==> src/rtl/modulo_salva_contexto_if.sv <==
// Purpose: groups the core-facing signals of modulo_salva_contexto.
//   master : core side (drives PC, base, decoded requests and the REG_RETORNO value)
//   slave  : context-save block (drives stall, redirect and the register-file override port)
// Signals:
//   pc_atual, reg_base, req_syscall, req_retorno, valor_retorno  core -> block
//   stall, desvio_valido, endereco_desvio, rf_we, rf_addr,
//   rf_data, modo_user                                          block -> core
interface modulo_salva_contexto_if #(
  parameter int ADDR_WIDTH = 13,
  parameter int DATA_WIDTH = 32,
  parameter int REG_WIDTH  = 5
);
  logic [ADDR_WIDTH-1:0] pc_atual;
  logic [DATA_WIDTH-1:0] reg_base;
  logic                  req_syscall;
  logic                  req_retorno;
  logic [DATA_WIDTH-1:0] valor_retorno;
  logic                  stall;
  logic                  desvio_valido;
  logic [ADDR_WIDTH-1:0] endereco_desvio;
  logic                  rf_we;
  logic [REG_WIDTH-1:0]  rf_addr;
  logic [DATA_WIDTH-1:0] rf_data;
  logic                  modo_user;

  modport master (
    output pc_atual, reg_base, req_syscall, req_retorno, valor_retorno,
    input  stall, desvio_valido, endereco_desvio, rf_we, rf_addr, rf_data, modo_user
  );

  modport slave (
    input  pc_atual, reg_base, req_syscall, req_retorno, valor_retorno,
    output stall, desvio_valido, endereco_desvio, rf_we, rf_addr, rf_data, modo_user
  );
endinterface

==> src/rtl/modulo_salva_contexto.sv <==
// Purpose: saves/restores the user-program context around SYSCALL and return-to-user.
//   SYSCALL from user mode : writes the program-relative return PC (PC+1-base) into
//                            REG_RETORNO, then redirects the PC to the SO vector.
//   Return from the SO     : rebuilds the absolute target (relative value + base) and
//                            redirects the PC into the user program.
//   The core is stalled while the sequence runs.
// Ports:
//   clock  in  system clock, rising edge
//   reset  in  asynchronous active-high reset
//   bus    slave modport of modulo_salva_contexto_if (requests in; stall, redirect,
//          register-file write and mode flag out)
module modulo_salva_contexto #(
  parameter int ADDR_WIDTH  = 13,
  parameter int DATA_WIDTH  = 32,
  parameter int REG_WIDTH   = 5,
  parameter int LIMITE_USER = 1000,
  parameter int VETOR_SO    = 0,
  parameter int REG_RETORNO = 26
) (
  input  logic                    clock,
  input  logic                    reset,
  modulo_salva_contexto_if.slave  bus
);

  typedef enum logic [1:0] {
    OCIOSO    = 2'd0,
    SALVA     = 2'd1,
    DESVIO_SO = 2'd2,
    RESTAURA  = 2'd3
  } estado_t;

  estado_t               r_estado;
  estado_t               w_estado_next;
  logic [ADDR_WIDTH-1:0] r_ret_rel;
  logic [ADDR_WIDTH-1:0] w_ret_rel_next;
  logic [ADDR_WIDTH-1:0] r_alvo;
  logic [ADDR_WIDTH-1:0] w_alvo_next;

  logic                  r_stall;
  logic                  r_desvio_valido;
  logic [ADDR_WIDTH-1:0] r_endereco_desvio;
  logic                  r_rf_we;
  logic [REG_WIDTH-1:0]  r_rf_addr;
  logic [DATA_WIDTH-1:0] r_rf_data;
  logic                  r_modo_user;

  logic                  w_stall_next;
  logic                  w_desvio_valido_next;
  logic [ADDR_WIDTH-1:0] w_endereco_desvio_next;
  logic                  w_rf_we_next;
  logic [REG_WIDTH-1:0]  w_rf_addr_next;
  logic [DATA_WIDTH-1:0] w_rf_data_next;
  logic                  w_modo_user_next;

  logic                  w_modo_pc_user;
  logic [ADDR_WIDTH-1:0] w_base;
  logic [ADDR_WIDTH-1:0] w_pc_mais_um;
  logic                  w_unused_bits;

  // Only the low address bits of the base and of the relative value matter.
  assign w_base         = bus.reg_base[ADDR_WIDTH-1:0];
  assign w_modo_pc_user = (bus.pc_atual >= ADDR_WIDTH'(LIMITE_USER));
  // The +1 wraps before the base is subtracted, so PC=2^N-1 returns to relative 0-base.
  assign w_pc_mais_um   = bus.pc_atual + ADDR_WIDTH'(1);
  assign w_unused_bits  = ^{bus.reg_base[DATA_WIDTH-1:ADDR_WIDTH],
                            bus.valor_retorno[DATA_WIDTH-1:ADDR_WIDTH]};

  // Next state and latched addresses.
  always_comb begin
    w_estado_next  = r_estado;
    w_ret_rel_next = r_ret_rel;
    w_alvo_next    = r_alvo;
    case (r_estado)
      OCIOSO: begin
        if (bus.req_syscall && w_modo_pc_user) begin
          w_ret_rel_next = w_pc_mais_um - w_base;
          w_estado_next  = SALVA;
        end else if (bus.req_retorno && !w_modo_pc_user) begin
          w_alvo_next   = bus.valor_retorno[ADDR_WIDTH-1:0] + w_base;
          w_estado_next = RESTAURA;
        end
      end
      SALVA:     w_estado_next = DESVIO_SO;
      DESVIO_SO: w_estado_next = OCIOSO;
      RESTAURA:  w_estado_next = OCIOSO;
      default:   w_estado_next = OCIOSO;
    endcase
  end

  // Outputs are decoded from the next state so that the output registers
  // always reflect the state being entered (Moore, but without a decode delay).
  always_comb begin
    w_stall_next           = (w_estado_next != OCIOSO);
    w_rf_we_next           = 1'b0;
    w_rf_addr_next         = '0;
    w_rf_data_next         = '0;
    w_desvio_valido_next   = 1'b0;
    w_endereco_desvio_next = '0;
    w_modo_user_next       = r_modo_user;
    case (w_estado_next)
      SALVA: begin
        w_rf_we_next   = 1'b1;
        w_rf_addr_next = REG_WIDTH'(REG_RETORNO);
        w_rf_data_next = {{(DATA_WIDTH-ADDR_WIDTH){1'b0}}, w_ret_rel_next};
      end
      DESVIO_SO: begin
        w_desvio_valido_next   = 1'b1;
        w_endereco_desvio_next = ADDR_WIDTH'(VETOR_SO);
        w_modo_user_next       = 1'b0;
      end
      RESTAURA: begin
        w_desvio_valido_next   = 1'b1;
        w_endereco_desvio_next = w_alvo_next;
        w_modo_user_next       = 1'b1;
      end
      default: ;
    endcase
  end

  always_ff @(posedge clock or posedge reset) begin
    if (reset) begin
      r_estado          <= OCIOSO;
      r_ret_rel         <= '0;
      r_alvo            <= '0;
      r_stall           <= 1'b0;
      r_desvio_valido   <= 1'b0;
      r_endereco_desvio <= '0;
      r_rf_we           <= 1'b0;
      r_rf_addr         <= '0;
      r_rf_data         <= '0;
      r_modo_user       <= 1'b0;
    end else begin
      r_estado          <= w_estado_next;
      r_ret_rel         <= w_ret_rel_next;
      r_alvo            <= w_alvo_next;
      r_stall           <= w_stall_next;
      r_desvio_valido   <= w_desvio_valido_next;
      r_endereco_desvio <= w_endereco_desvio_next;
      r_rf_we           <= w_rf_we_next;
      r_rf_addr         <= w_rf_addr_next;
      r_rf_data         <= w_rf_data_next;
      r_modo_user       <= w_modo_user_next;
    end
  end

  assign bus.stall           = r_stall;
  assign bus.desvio_valido   = r_desvio_valido;
  assign bus.endereco_desvio = r_endereco_desvio;
  assign bus.rf_we           = r_rf_we;
  assign bus.rf_addr         = r_rf_addr;
  assign bus.rf_data         = r_rf_data;
  assign bus.modo_user       = r_modo_user;

endmodule

==> src/flat_wrapper.sv <==
// flat-port wrapper written by rule: the top's interface ports become plain ports
module modulo_salva_contexto_flat 
#(
  parameter int ADDR_WIDTH  = 13,
  parameter int DATA_WIDTH  = 32,
  parameter int REG_WIDTH   = 5,
  parameter int LIMITE_USER = 1000,
  parameter int VETOR_SO    = 0,
  parameter int REG_RETORNO = 26
)
  (clock, reset, bus_pc_atual, bus_reg_base, bus_req_syscall, bus_req_retorno, bus_valor_retorno, bus_stall, bus_desvio_valido, bus_endereco_desvio, bus_rf_we, bus_rf_addr, bus_rf_data, bus_modo_user);
  modulo_salva_contexto_if #(.ADDR_WIDTH(ADDR_WIDTH), .DATA_WIDTH(DATA_WIDTH), .REG_WIDTH(REG_WIDTH)) bus_i ();
  input  logic clock;
  input  logic reset;
  input wire logic [$bits(bus_i.pc_atual)-1:0] bus_pc_atual;
  input wire logic [$bits(bus_i.reg_base)-1:0] bus_reg_base;
  input wire logic [$bits(bus_i.req_syscall)-1:0] bus_req_syscall;
  input wire logic [$bits(bus_i.req_retorno)-1:0] bus_req_retorno;
  input wire logic [$bits(bus_i.valor_retorno)-1:0] bus_valor_retorno;
  output wire logic [$bits(bus_i.stall)-1:0] bus_stall;
  output wire logic [$bits(bus_i.desvio_valido)-1:0] bus_desvio_valido;
  output wire logic [$bits(bus_i.endereco_desvio)-1:0] bus_endereco_desvio;
  output wire logic [$bits(bus_i.rf_we)-1:0] bus_rf_we;
  output wire logic [$bits(bus_i.rf_addr)-1:0] bus_rf_addr;
  output wire logic [$bits(bus_i.rf_data)-1:0] bus_rf_data;
  output wire logic [$bits(bus_i.modo_user)-1:0] bus_modo_user;
  assign bus_i.pc_atual = bus_pc_atual;
  assign bus_i.reg_base = bus_reg_base;
  assign bus_i.req_syscall = bus_req_syscall;
  assign bus_i.req_retorno = bus_req_retorno;
  assign bus_i.valor_retorno = bus_valor_retorno;
  assign bus_stall = bus_i.stall;
  assign bus_desvio_valido = bus_i.desvio_valido;
  assign bus_endereco_desvio = bus_i.endereco_desvio;
  assign bus_rf_we = bus_i.rf_we;
  assign bus_rf_addr = bus_i.rf_addr;
  assign bus_rf_data = bus_i.rf_data;
  assign bus_modo_user = bus_i.modo_user;
  modulo_salva_contexto #(.ADDR_WIDTH(ADDR_WIDTH), .DATA_WIDTH(DATA_WIDTH), .REG_WIDTH(REG_WIDTH), .LIMITE_USER(LIMITE_USER), .VETOR_SO(VETOR_SO), .REG_RETORNO(REG_RETORNO)) u_core (.clock(clock), .reset(reset), .bus(bus_i));
endmodule
==> config.mk <==
export PLATFORM = sky130hd
export DESIGN_NAME = modulo_salva_contexto_flat
export DESIGN_NICKNAME = d
export VERILOG_FILES = /design/src/rtl/modulo_salva_contexto_if.sv /design/src/rtl/modulo_salva_contexto.sv /design/src/flat_wrapper.sv
export SDC_FILE = /design/constraint.sdc
export NUM_CORES = 1
export LEC_CHECK = 0
export CAP_MARGIN = 30
export CORE_UTILIZATION = 40
export DETAILED_ROUTE_END_ITERATION = 16
export PLACE_DENSITY = 0.78
export SLEW_MARGIN = 20
export SYNTH_ARGS = -nofsm -noshare
export SYNTH_HDL_FRONTEND = slang
export SYNTH_SLANG_ARGS = --single-unit
export TNS_END_PERCENT = 20
==> constraint.sdc <==
create_clock -name clock -period 1.6 [get_ports clock]
set_input_delay 0.32 -clock clock [delete_from_list [all_inputs] [get_ports clock]]
set_output_delay 0.32 -clock clock [all_outputs]
set_load 0.01 [all_outputs]
## Word level (Yosys, flattened, before mapping)

Index checks and enable logic that the tools add are counted.
W data, S select, Z words.

| word-level totals | value |
|---|---|
| register bits | 63 |
| bits in latches | 0 |
| bits in writable memories | 0 |
| ROM bits | 0 |
| bits of input ports | 81 |
| output and inout bits | 54 |
| logic and storage cells | 42 |
| memories kept | 0 |

| cells by class | value |
|---|---|
| add/sub/neg operators | 3 |
| multipliers | 0 |
| div/mod/pow operators | 0 |
| $lt $le $gt $ge | 1 |
| equal/unequal tests | 6 |
| shift-type cells | 0 |
| mux-type cells | 14 |
| bitwise operators | 0 |
| reductions and logical operators | 8 |

Operator list:

| operator | number |
|---|---|
| $mux W13 | 7 |
| $add A13 B1 Y13 const B | 1 |
| $add A13 B13 Y13 | 1 |
| $ge A13 B10 Y1 const B | 1 |
| $sub A13 B13 Y13 | 1 |
| $eq A2 B2 Y1 const B | 4 |
| $pmux W2 S3 | 1 |
| $mux W5 | 1 |
| $eq A2 B1 Y1 const B | 2 |
| $mux W2 | 2 |
| $reduce_bool A2 Y1 | 2 |
| $reduce_or A2 Y1 | 2 |
| $logic_and A1 B1 Y1 | 2 |
| $logic_not A2 Y1 | 1 |
| $mux W1 | 2 |
| $pmux W1 S2 | 1 |
| $logic_not A1 Y1 | 1 |

## Logic depth before layout (Yosys ltp)

| depth | value |
|---|---|
| word-level depth | 9 |
| gate-level depth with buffers | 11 |
| mapped depth without buffers | 11 |

## Worst setup path after synthesis

No wires, ideal clock.

| path | value |
|---|---|
| path kind | input to register |
| from | input bus_pc_atual[1] |
| to | register u_core.r_rf_data[11], in the netlist u_core.bus.rf_data[11] |
| library setup time | 86 ps |
| data arrival time | 2041 ps |
| data required time | 1514 ps |
| setup slack | -527 ps |
| stages on the path | 11 |
| path buffers | 0 |
| path through | inv_1 > ha_1 > inv_1 > ha_1 > inv_1 > fa_1 > nor2b_4 > o31a_1 > o2111a_1 > o31a_1 > nor3_1 |

| between the ends | value |
|---|---|
| word-level cells in the longest chain between the ends | 8 |
| elaborated cells between the ends (all ways) | 13 |
| classes of those cells | 2 x add/sub; 1 x order compare; 1 x eq/ne; 6 x mux; 3 x reduce/logical |

Ends and longest elaborated chain:

| what | line | text |
|---|---|---|
| start, declared | flat_wrapper.sv:15 | `input wire logic [$bits(bus_i.pc_atual)-1:0] bus_pc_atual;` |
| branches (longest 7 deep; another with $add A13 B1 Y13) | n/a |  |
| $mux W13 (*) | modulo_salva_contexto.sv:100 | `case (w_estado_next)` |
| net u_core.w_rf_data_next[11] | modulo_salva_contexto.sv:52 | `logic [DATA_WIDTH-1:0] w_rf_data_next;` |
| end signal, assigned | modulo_salva_contexto.sv:141 | `r_rf_data <= w_rf_data_next;` |
| end, declared | modulo_salva_contexto.sv:44 | `logic [DATA_WIDTH-1:0] r_rf_data;` |

Mark *: on every way through the listed nets, which the timed path passes.
A chain may end at the register's enable or synchronous reset.

## Worst setup path after layout

Same ends and word-level chain as after synthesis.

==> results.json <==
{
  "status": "finished with violations",
  "violations": "negative setup slack",
  "avgSynthCellArea_sq_um": 9.49,
  "whs_ns": 0.379,
  "cp_data_arrival_time_ns": 2.24,
  "die_w_um": 82.8,
  "cts_sinks": 32,
  "tns_ns": -1.87,
  "synth_cell_type_count": 55,
  "async_reset_ff_frac": 1.00,
  "vias": 2608,
  "leakagePower_uw": 0.00215,
  "hold_buffers": 0,
  "grt_max_degree": 33,
  "fmaxAchievable_ghz": 0.495,
  "netlist.top_cell.by_area": "dfrtp_1",
  "yosysTopAreaCellShare": 0.307,
  "grt_pass1_vias": 2791,
  "totalWireLength_mm": 8.50,
  "power_frac_clock": 0.236,
  "syn_area_sq_um": 2610,
  "numCtsBuffers": 5,
  "power_frac_seq": 0.278,
  "postRouteAntennaNets": 0,
  "core_area_sq_um": 6310,
  "synth-edff-count": 0,
  "dpl.hpwl_mm": 5.28,
  "setup.worst_path.end_class": "register",
  "yosys_warnings": 0,
  "drv_cap": 0,
  "grt_pass1_wl_mm": 12.9,
  "setup_viol": 14,
  "setup_ws_ns": -0.419,
  "area_growth_pct": 76.6,
  "vdd_drop_max_uv": 502,
  "portBuffers": 75,
  "setup.worst_path.class": "in -> reg",
  "dieArea_sq_um": 6850,
  "num-nets-final": 540,
  "final_cell_mix": "66 x buf_4, 37 x clkdlybuf4s50_1, 34 x ha_4",
  "power.density_nw_per_um2": 721,
  "first_pass_iters": 5,
  "clk_pin_slew_ns": 0.07,
  "routed_via_density": 5.22,
  "fin_crit_ns": 2.02,
  "insertion_delay_ns": 0.29,
  "die_h_um": 82.8,
  "grt-ovfl-total": 0,
  "final_common_cell": "buf_4",
  "num_antenna_cells": 0,
  "switchingPower_uw": 1080,
  "cts_tree": "built",
  "synthCells": 275,
  "finalCritPeriodShare": 1.26,
  "antenna_found_initial": 0,
  "yosys_register_bits": 32,
  "power.internal_uw": 2240,
  "p_sw_frac": 0.326,
  "drive_above_1_share": 0.456,
  "yosysSeqAreaShare": 0.307,
  "grt_usage": 0.259,
  "drt_iter0_markers": 108,
  "slew_violations": 0,
  "crit_path_max_fanout": 3,
  "initial_utilization": 0.413,
  "routedWlPerCell_um": 17.0,
  "pwr-share-comb": 0.486,
  "clock_path_buffers": 2,
  "synth_area_leaders": "dfrtp_1 31%, ha_1 17%, buf_4 6.9%",
  "rows": 29,
  "clock_skew_ns": 0.00460,
  "top_level_ports": 135,
  "place_congestion": 0.851,
  "root_buffer": "clkbuf_8",
  "route.detailed.drc": 0,
  "hold_viol_final": 0,
  "crit_required_ns": 1.82,
  "crit_path_start_kind": "input pin",
  "p_total_uw": 3320,
  "ys.flop_type": "dfrtp_1",
  "rsz0062_at_grt": "yes",
  "holdCritPathClass": "in -> reg",
  "h-tree-depth": 2
}
==> through the flow <==
step	instances	worst slack (ns)	util	cell area, sq um
after CTS	498	-0.319	0.699	4410
after global routing	500	-0.459	0.730	4610
final	500	-0.419	0.730	4610
after detailed placement	478	-1.24	0.605	3820
after floorplan	295	-0.489	-	2720
after global placement	478	-1.18	0.605	3820
==> path summary, 6_finish.rpt <==
check                                      from                              to  slack, ns  cells after the start
max                             bus_pc_atual[1]          u_core.bus.rf_data[11]      -0.42                     12
min                        bus_valor_retorno[0]   u_core.bus.endereco_desvio[0]       0.38                      3
max reg2reg                  u_core.r_estado[1]  u_core.bus.endereco_desvio[12]       0.08                      5
min reg2reg                  u_core.r_estado[1]        u_core.bus.desvio_valido       0.53                      1
max in group asynchronous                 reset   u_core.bus.endereco_desvio[2]       0.85                      3
min in group asynchronous                 reset   u_core.bus.endereco_desvio[4]       0.43                      3
==> cells in the mapped netlist (3+ instances only) <==
cell type and instances:
o21a_1 8, o211ai_1 4, o21ai_0 14, and2_1 9
nor3_1 8, buf_6 3, xor2_1 7, a21o_1 5
dfrtp_1 32, a211oi_1 4, ha_1 35, inv_1 22
a21oi_1 13, nand2_1 15, nand4_1 5, buf_4 24
xnor2_1 5, nor2_1 17
==> routing by layer <==
layer / GRT usage / share of wire / vias up / wire, um
met5: 0 / 0 / - / 0
met4: 0.0966 / 0.023 / 0 / 199
met3: 0.0527 / 0.060 / 30 / 510
met2: 0.496 / 0.55 / 125 / 4660
met1: 0.274 / 0.37 / 1239 / 3120
li1: - / - / 1214 / -
==> sequential cells by signal, summed over array words and instances, names as in the netlist <==
register                    cells
u_core.bus.rf_addr              1
u_core.bus.stall                1
u_core.bus.endereco_desvio     13
u_core.bus.desvio_valido        1
u_core.bus.modo_user            1
u_core.bus.rf_data             13
u_core.r_estado                 2
==> cell families (layout without fill, tap and decap cells) <==
group | count (synthesis) | after routing | synth area share
other | 1 | 21 | 0.00144
xor gates and xnor gates | 12 | 12 | 0.0403
adders and majority gates | 37 | 37 | 0.183
buffers and inverters | 53 | 181 | 0.124
AOI/OAI and AO/OA | 69 | 69 | 0.194
and+or+nand+nor | 71 | 71 | 0.151
DFF | 32 | 32 | 0.307
==> what timing repair did <==
item	4_1_cts	5_1_grt
endpoints found under the hold margin	0	0
pin swaps	43	35
buffers inserted	12	3
endpoints found under the setup margin	29	26
gates resized for setup	150	48
==> critical path: stages <==
cell and delay (ns):
buf_12 0.09, inv_12 0.03, ha_4 0.25, inv_2 0.04, ha_4 0.15, inv_2 0.05
fa_2 0.23, nor2b_4 0.05, o31a_1 0.35, o2111a_1 0.31, o31a_1 0.27, nor3_2 0.09
==> final cells by class <==
cell class              count  area, sq um
flip-flops and latches     32          801
fillers                   445         1710
clock buffers               6         72.6
repair buffers            150         1340
multi-input cells         210         2160
clock inverters             2         35.0
inverters                  23          101
well taps                  77         96.3
==> power groups by stage <==
stage / Sequential, uW / Combinational, uW / Clock (uW)
finish: 924 / 1610 / 783
global route: 933 / 1740 / 832
CTS: 923 / 1460 / 793
detailed placement: 939 / 1220 / 0
global placement: 935 / 1190 / 0
floorplan: 974 / 637 / 0
(Power assumes the default switching activity.)
